$ cat config.mk
export PLATFORM = sky130hd
export DESIGN_NAME = mux16_word_serializer
export DESIGN_NICKNAME = d
export VERILOG_FILES = /design/src/rtl/mux16_word_serializer_pkg.sv /design/src/rtl/mux16to1.sv /design/src/rtl/mux16_word_serializer.sv
export SDC_FILE = /design/constraint.sdc
export NUM_CORES = 1
export LEC_CHECK = 0
export CAP_MARGIN = 20
export CORE_MARGIN = 3
export CORE_UTILIZATION = 52
export DETAILED_ROUTE_END_ITERATION = 10
export PLACE_DENSITY = 0.92
export SLEW_MARGIN = 20
export SYNTH_ARGS = -nofsm -noshare
export SYNTH_HDL_FRONTEND = slang
export SYNTH_SLANG_ARGS = --single-unit
$ cat constraint.sdc
create_clock -name clk -period 2.69 [get_ports clk]
set_input_delay 0.538 -clock clk [delete_from_list [all_inputs] [get_ports clk]]
set_output_delay 0.538 -clock clk [all_outputs]
set_load 0.02 [all_outputs]
$ cat src/rtl/mux16_word_serializer_pkg.sv
// Shared constants and state encoding for the 16-bit word serializer.
// The PARITY state is only reachable when MUX16_SER_PARITY_EN is defined.
package mux16_word_serializer_pkg;

  localparam int unsigned WORD_W   = 16;
  localparam int unsigned SEL_W    = 4;
  localparam logic [3:0]  LAST_IDX = 4'd15;

  typedef logic [1:0] state_t;

  localparam state_t IDLE   = 2'd0;
  localparam state_t SHIFT  = 2'd1;
  localparam state_t PARITY = 2'd2;

endpackage

$ cat src/rtl/mux16to1.sv
// 16-to-1 bit-select mux: returns bit sel of d.
module mux16to1 (
  input  logic [15:0] d,
  input  logic [3:0]  sel,
  output logic        y
);

  assign y = d[sel];

endmodule

$ cat src/rtl/mux16_word_serializer.sv
// Parallel word to 16-beat serial stream through a 16:1 bit-select mux.
// Define MUX16_SER_PARITY_EN to append a 17th even-parity beat to every frame.
module mux16_word_serializer #(
  parameter bit          MSB_FIRST = 1'b0,
  parameter int unsigned WORD_W    = 16
) (
  input  logic              clk,
  input  logic              rst_n,
  input  logic              in_valid,
  output logic              in_ready,
  input  logic [WORD_W-1:0] in_data,
  output logic              ser_valid,
  input  logic              ser_ready,
  output logic              ser_data,
  output logic              ser_first,
  output logic              ser_last,
  output logic              busy
);

  import mux16_word_serializer_pkg::*;

  if (WORD_W != mux16_word_serializer_pkg::WORD_W) begin : g_bad_width
    $error("mux16_word_serializer: WORD_W must be 16 to match the 16:1 mux");
  end

  state_t             state_q, state_d;
  logic [WORD_W-1:0]  word_q, word_d;
  logic [SEL_W-1:0]   cnt_q, cnt_d;
  logic [SEL_W-1:0]   sel;
  logic               active_q;
  logic               mux_y;
  logic               xfer;
  logic               load;

  assign sel = MSB_FIRST ? ~cnt_q : cnt_q;

  mux16to1 u_mux (
    .d   (word_q),
    .sel (sel),
    .y   (mux_y)
  );

  assign ser_valid = (state_q != IDLE);
  assign busy      = ser_valid;
  assign ser_first = (state_q == SHIFT) && (cnt_q == '0);

`ifdef MUX16_SER_PARITY_EN
  assign ser_last  = (state_q == PARITY);
  assign ser_data  = (state_q == PARITY) ? ^word_q : (ser_valid & mux_y);
`else
  assign ser_last  = (state_q == SHIFT) && (cnt_q == LAST_IDX);
  assign ser_data  = ser_valid & mux_y;
`endif

  // active_q keeps in_ready low until the first clock edge after reset release.
  assign xfer     = ser_valid & ser_ready;
  assign in_ready = active_q & ((state_q == IDLE) | (xfer & ser_last));
  assign load     = in_valid & in_ready;

  always_comb begin
    state_d = state_q;
    cnt_d   = cnt_q;
    word_d  = word_q;
    case (state_q)
      IDLE: begin
        if (load) state_d = SHIFT;
      end
      SHIFT: begin
        if (xfer) begin
          cnt_d = cnt_q + 4'd1;
          if (cnt_q == LAST_IDX) begin
`ifdef MUX16_SER_PARITY_EN
            state_d = PARITY;
`else
            state_d = load ? SHIFT : IDLE;
`endif
          end
        end
      end
`ifdef MUX16_SER_PARITY_EN
      PARITY: begin
        if (xfer) state_d = load ? SHIFT : IDLE;
      end
`endif
      default: state_d = IDLE;
    endcase
    if (load) begin
      word_d = in_data;
      cnt_d  = '0;
    end
  end

  always_ff @(posedge clk or negedge rst_n) begin
    if (!rst_n) begin
      state_q  <= IDLE;
      word_q   <= '0;
      cnt_q    <= '0;
      active_q <= 1'b0;
    end else begin
      state_q  <= state_d;
      word_q   <= word_d;
      cnt_q    <= cnt_d;
      active_q <= 1'b1;
    end
  end

endmodule

==> impl_metrics.csv, run 1 <==
group,metric,value,unit
outcome,status,"completed",
power,p_leak,0.593,nW
global_routing,overflow,0,
critical_path,reg2reg_slack,0.91,ns
critical_path,crit_type,"in2out",
min_path,min-delay-start,"word_q[14]",
clocking,hold_buffers,0,
layout,design_area,1370,um^2
route,wl_per_cell,13.6,um
critical_path,endpoint_kind,"output port",
synth,synth.distinct_cells,27,
critical_path,crit_path_top_delay_cell,"clkdlybuf4s50_1",
clocking,h-tree-depth,1,
layout,instances_no_fill,136,
die,row_count,15,
sta,timing.final.crit_period,2.57,ns
global_routing,grt_pass1_wl,3220,um
place,post_dp_cell_area,1330,um^2
power,p_seq_share,45.7,%
route,routed_wl,1850,um
min_path,hold_path.class,"reg2reg",
synth,yosys_warnings,0,
synth,syn_avg_cell_area,12.8,um^2
critical_path,cp.required,2.15,ns
die,die_w,51.8,um
synth,ys_seq_elements,22,
power,power_frac_clock,13.0,%
critical_path,cpPeakStageDelay,0.59,ns
sta,grt_setup_unrepaired,"no",
sta,finalHoldViolCount,0,
layout,drive_gt1_share,11.7,%
min_path,hold_depth,1,
global_routing,grt_use_total,16.4,%
layout,fin_nets,134,
sta,slew_violations,0,
clocking,insertion_delay,0.31,ns
die,ios,26,
clocking,path_clk_slew,0.11,ns
critical_path,cp-start-kind,"primary input",
sta,skew,0.00627,ns
synth,synth_area,1090,um^2
global_routing,antenna_found_initial,0,
critical_path,path_buf_inv,2,
critical_path,r2r_start,"cnt_q[0]",
global_routing,grt_start_max_net_pins,23,
power,p_int,0.904,mW
layout,area_delta_synth_final,26.0,%
clocking,cts_root_buf,"clkbuf_4",
clocking,cts_buffers,3,
die,core_area,1840,um^2
critical_path,crit_fanout,4,
route,routed_via_density,5.42,
synth,syn-num-nets,107,
layout,n_antenna_cell,0,
die,die_h,51.8,um
power,p_switching,0.474,mW
die,initial_core_util,59.2,%
place,dp_cells,131,
min_path,min_to,"word_q[14]",
route,first_iter_violations,7,
critical_path,path_common_cell,"clkdlybuf4s50_1",
sta,post-route-period-util,95.7,%
place,place.port_buffers,25,
route,drc,0,
power,comb_power_share,41.3,%
power,p_per_area,1010,nW/um^2
flow_run,maxCapViolations,0,
route,antenna_left,0,
global_routing,grt_pass1_vias,785,
power,p_sw_share,34.4,%
critical_path,cp.depth,5,
critical_path,crit_chain,"clkdlybuf4s50_1 > nand4_1 > nand2_1 > and2_1 > clkdlybuf4s50_1",
sta,tns,0,ns
critical_path,reg2regPathDepth,5,
synth,yosysSeqAreaShare,50.6,%
route,firstDrtPassIters,4,
critical_path,crit_family,"buffers and inverters",
critical_path,cp.arrival,2.04,ns
clocking,cts_sinks,22,
power,ir_drop,0.692,mV
place,place_congestion,0.799,
synth,synthCells,85,
place,dp_hpwl,1380,um
sta,fmaxAchievable,388,MHz
route,vias,737,
die,dieArea,2680,um^2
clocking,cts_tree,"built",
critical_path,r2r-end,"word_q[15]",
clocking,clockBufferDepth,2,
sta,setup_viol,0,
layout,post-route-util,74.6,%
metrics by stage:
| step | worst slack (ns) | total power [mW] | hold WS, ns |
|---|---|---|---|
| 2_1_floorplan | 0.778 | 1.04 | 0.242 |
| 3_3_place_gp | 0.122 | 1.18 | 0.464 |
| 4_1_cts | 0.108 | 1.39 | 0.495 |
| 3_5_place_dp | 0.117 | 1.21 | 0.469 |
| 6_report | 0.115 | 1.38 | 0.494 |
| 5_1_grt | 0.0354 | 1.49 | 0.522 |
synth_stat cells (all sizes together):
cell type | instances | area [um^2]
nor3 | 1 | 5.00
dfrtp | 22 | 551
xor2 | 1 | 8.76
a21oi | 1 | 5.00
or3 | 2 | 12.5
buf | 6 | 57.6
o22ai | 1 | 6.26
mux2 | 18 | 206
a21o | 1 | 7.51
o211ai | 2 | 15.0
nand3 | 5 | 25.0
and2 | 1 | 6.26
and4 | 1 | 8.76
conb | 1 | 3.75
mux4 | 2 | 45.0
nor2 | 4 | 15.0
and3 | 1 | 11.3
xnor2 | 2 | 17.5
mux2i | 2 | 20.0
nand2 | 6 | 22.5
nand4 | 1 | 6.26
inv | 2 | 7.51
ha | 2 | 25.0
worst register-to-register path, cell delays in order (launching register included):
cell	delay (ns)
dfrtp_1	0.47
ha_1	0.23
nand4_1	0.12
nand2_1	0.12
and3_4	0.37
mux2_1	0.37
layer usage:
metal	vias up	global-route usage, %	wire (um)
met5	-	0	0
met4	0	6.11	19
met2	21	30.7	960
li1	349	-	-
met3	4	4.01	112
met1	363	17.7	757
sequential cells by signal (all words and copies together), names as in the netlist:
signal,flops
word_q,16
state_q,1
active_q,1
cnt_q,4
cells by family (layout without fill, tap and decap cells):
kind of cell / after synthesis / count (layout) / synth area share (%)
AND/OR/NAND/NOR: 22 / 22 / 10.3
multiplexers: 22 / 22 / 24.9
other: 1 / 1 / 0.344
buffers and inverters: 8 / 34 / 5.98
adder cells (fa/ha/maj): 2 / 2 / 2.30
AO/OA/AOI/OAI: 5 / 5 / 3.10
flip-flops: 22 / 22 / 50.6
XOR/XNOR: 3 / 3 / 2.41
worst max path at each step:
stage | from | endpoint | slack, ns
after global placement | ser_ready | in_ready | 0.12
final | ser_ready | in_ready | 0.12
after detailed placement | ser_ready | in_ready | 0.12
after CTS | ser_ready | in_ready | 0.11
after floorplan | cnt_q[2] | ser_data | 0.78
after global routing | ser_ready | in_ready | 0.04
timing repair:
| item | in CTS | in global routing |
|---|---|---|
| setup endpoints to repair | 1 | 0 |
| resized for setup | 2 | 0 |
| buffers inserted | 1 | 0 |
power groups by stage:
stage | Clock [mW] | Sequential (mW) | Combinational [mW]
after CTS | 0.182 | 0.629 | 0.579
after floorplan | 0 | 0.562 | 0.478
after global routing | 0.195 | 0.659 | 0.631
after detailed placement | 0 | 0.636 | 0.574
after global placement | 0 | 0.625 | 0.553
final | 0.179 | 0.630 | 0.569
cell usage in the layout, fill, tap and decap left out, types with 2 or more instances in the layout:
master / synthesis / layout
mux2_1: 16 / 16
clkbuf_4: 0 / 3
nand3_1: 5 / 5
inv_1: 2 / 2
mux4_2: 2 / 2
clkdlybuf4s50_1: 0 / 24
or3_1: 2 / 2
o211ai_1: 2 / 2
nor2_1: 4 / 4
nand2_1: 6 / 6
xnor2_1: 2 / 2
ha_1: 2 / 2
mux2i_1: 2 / 2
dfrtp_1: 22 / 21
buf_4: 1 / 3
layout make-up:
| class | instances | area, um^2 |
|---|---|---|
| timing repair buffer | 28 | 272 |
| fill | 136 | 468 |
| inverter | 2 | 7.51 |
| multi-input combinational | 55 | 473 |
| tap | 25 | 31.3 |
| sequential | 22 | 552 |
| clock buffer | 4 | 36.3 |
(Power assumes the default switching activity.)
==> inputs of run 2 (changes only) <==
--- a/config.mk
+++ b/config.mk
@@ -7,9 +7,10 @@
 export LEC_CHECK = 0
 export CAP_MARGIN = 20
 export CORE_MARGIN = 3
-export CORE_UTILIZATION = 52
+export CORE_UTILIZATION = 60
 export DETAILED_ROUTE_END_ITERATION = 10
-export PLACE_DENSITY = 0.92
+export DONT_BUFFER_PORTS = 1
+export PLACE_DENSITY = 0.85
 export SLEW_MARGIN = 20
 export SYNTH_ARGS = -nofsm -noshare
 export SYNTH_HDL_FRONTEND = slang
==> impl_metrics.csv, run 2 (synthesized netlist as in run 1, its figures left out) <==
group,metric,value,unit
sta,finalWorstSetupSlack,0.204,ns
critical_path,crit_family,"flip-flops",
min_path,hold_path.class,"in2reg",
global_routing,overflow,0,
die,ios,26,
route,antenna_left,0,
sta,whs,0.350,ns
clocking,cts_buffers,3,
layout,area_delta_synth_final,3.22,%
layout,final-seq-area,551,um^2
global_routing,grt_start_max_net_pins,23,
layout,multiInputGateArea,473,um^2
clocking,path_clk_slew,0.12,ns
layout,max_flop_register,"word_q",
critical_path,r2r_start,"cnt_q[2]",
layout,largest_registers,"word_q: 16 flops, cnt_q: 4 flops",
sta,tns,0,ns
critical_path,crit_chain,"mux2_1 > or3_1 > o211ai_1 > o22ai_1",
place,place_ws,0.545,ns
clocking,cts_setup_buffers,0,
route,vias,659,
place,dp_cells,103,
clocking,cts_sinks,22,
layout,design_area,1120,um^2
die,die_w,48.6,um
layout,fin_nets,107,
layout,layout_commonest_cell,"dfrtp_1",
critical_path,r2r-end,"word_q[5]",
sta,fmaxAchievable,402,MHz
critical_path,reg2regPathDepth,4,
outcome,status,"completed",
die,die_h,48.6,um
layout,n_antenna_cell,0,
route,drc,0,
layout,largest_reg_flops,16,
global_routing,grt_pass1_wl,3060,um
sta,skew,0.00710,ns
global_routing,antenna_found_initial,0,
die,core_area,1610,um^2
clocking,clockBufferDepth,2,
sta,slew_violations,0,
clocking,insertion_delay,0.31,ns
sta,setup_viol,0,
sta,grt_setup_unrepaired,"no",
die,dieArea,2360,um^2
place,place_congestion,0.834,
critical_path,crit_end,"ser_data",
power,p_per_area,1200,nW/um^2
critical_path,cp-start-kind,"flop",
layout,instances_no_fill,108,
sta,timing.final.crit_period,2.49,ns
clocking,h-tree-depth,1,
route,firstDrtPassIters,5,
route,first_iter_violations,12,
place,dp_hpwl,1260,um
critical_path,reg2reg_slack,0.86,ns
power,ir_drop,0.749,mV
place,post_dp_cell_area,1060,um^2
clocking,hold_buffers,1,
critical_path,crit_path_top_delay_cell,"dfrtp_1",
critical_path,setup.worst_path.start,"cnt_q[2]",
layout,most-common-layout-cells,"22 x dfrtp_1, 16 x mux2_1, 6 x nand2_1, 5 x nand3_1, 4 x nor2_1",
place,place.port_buffers,0,
critical_path,cpPeakStageDelay,0.65,ns
sta,slew_headroom,39.7,%
power,p_leak,0.491,nW
die,row_count,14,
clocking,cts_tree,"built",
global_routing,grt_pass1_vias,713,
flow_run,maxCapViolations,0,
layout,post-route-util,69.7,%
critical_path,crit_type,"reg2out",
critical_path,cp.depth,4,
sta,worstMarginPinSlew,0.902,ns
critical_path,cp.required,2.15,ns
route,routed_wl,1730,um
layout,fill_cells,122,
critical_path,path_buf_inv,0,
die,initial_core_util,67.5,%
layout,drive_gt1_share,10.7,%
critical_path,crit_fanout,11,
route,routed_via_density,6.10,
sta,finalHoldViolCount,0,
critical_path,cp.arrival,1.95,ns
route,wl_per_cell,16.0,um
critical_path,endpoint_kind,"output port",
clocking,postCtsResizedCells,0,
global_routing,grt_use_total,16.4,%
power,total_power,1.35,mW
sta,post-route-period-util,92.4,%
clocking,cts_root_buf,"clkbuf_4",
run 2: cell count changes in the layout (fill, tap and decap cells not counted):
| cell | delta |
|---|---|
| clkdlybuf4s50_1 | -24 |
| buf_4 | -3 |
| bufinv_16 | +1 |
| clkbuf_8 | -1 |
| dfrtp_1 | +1 |
| dfrtp_2 | -1 |
| dlygate4sd2_1 | -1 |
| dlygate4sd3_1 | +1 |
run 2: worst register-to-register path: stages, from the launching register on:
cell and delay [ns]:
dfrtp_1 0.65, nand4_1 0.20, nand2_1 0.12, and3_4 0.38
mux2_2 0.37
run 2: per-layer routing:
layer | up-vias | part of all wire [%] | wire length [um] | GRT usage (%)
met1 | 319 | 42 | 729 | 20.8
met4 | 0 | 0.98 | 17 | 2.84
li1 | 295 | - | - | -
met5 | - | 0 | 0 | 0
met2 | 41 | 47 | 813 | 26.4
met3 | 4 | 9.6 | 166 | 7.06
run 2: area by class of cell:
cell class                 instances  area share (%)
tap                               24            2.67
sequential                        22            49.0
clock inverter                     1            2.67
timing repair buffer               1           0.891
clock buffer                       3            2.00
inverter                           2           0.668
multi-input combinational         55            42.1
run 2: power by group:
part | internal (mW) | leakage, nW | total [mW] | switching (mW)
sequential | 0.485 | 0.262 | 0.647 | 0.162
combinational | 0.244 | 0.201 | 0.447 | 0.202
clock | 0.151 | 0.0279 | 0.252 | 0.101
total | 0.880 | 0.491 | 1.35 | 0.465
run 2: worst min path at each step:
stage	slack (ns)	startpoint	depth (start not counted)	to
detailed placement	0.24	rst_n	0	word_q[3]
global route	0.33	in_data[6]	1	word_q[6]
finish	0.35	in_data[7]	1	word_q[7]
floorplan	0.24	rst_n	0	active_q
global placement	0.24	rst_n	0	cnt_q[0]
CTS	0.35	in_data[9]	1	word_q[9]
==> inputs of run 3 (changes only) <==
--- a/config.mk
+++ b/config.mk
@@ -8,6 +8,7 @@
 export CAP_MARGIN = 20
 export CORE_MARGIN = 3
 export CORE_UTILIZATION = 60
+export CTS_CLUSTER_DIAMETER = 100
 export DETAILED_ROUTE_END_ITERATION = 10
 export DONT_BUFFER_PORTS = 1
 export PLACE_DENSITY = 0.85
==> results of run 3 <==
The final DEF is identical to that of run 2; final timing and power are the same.
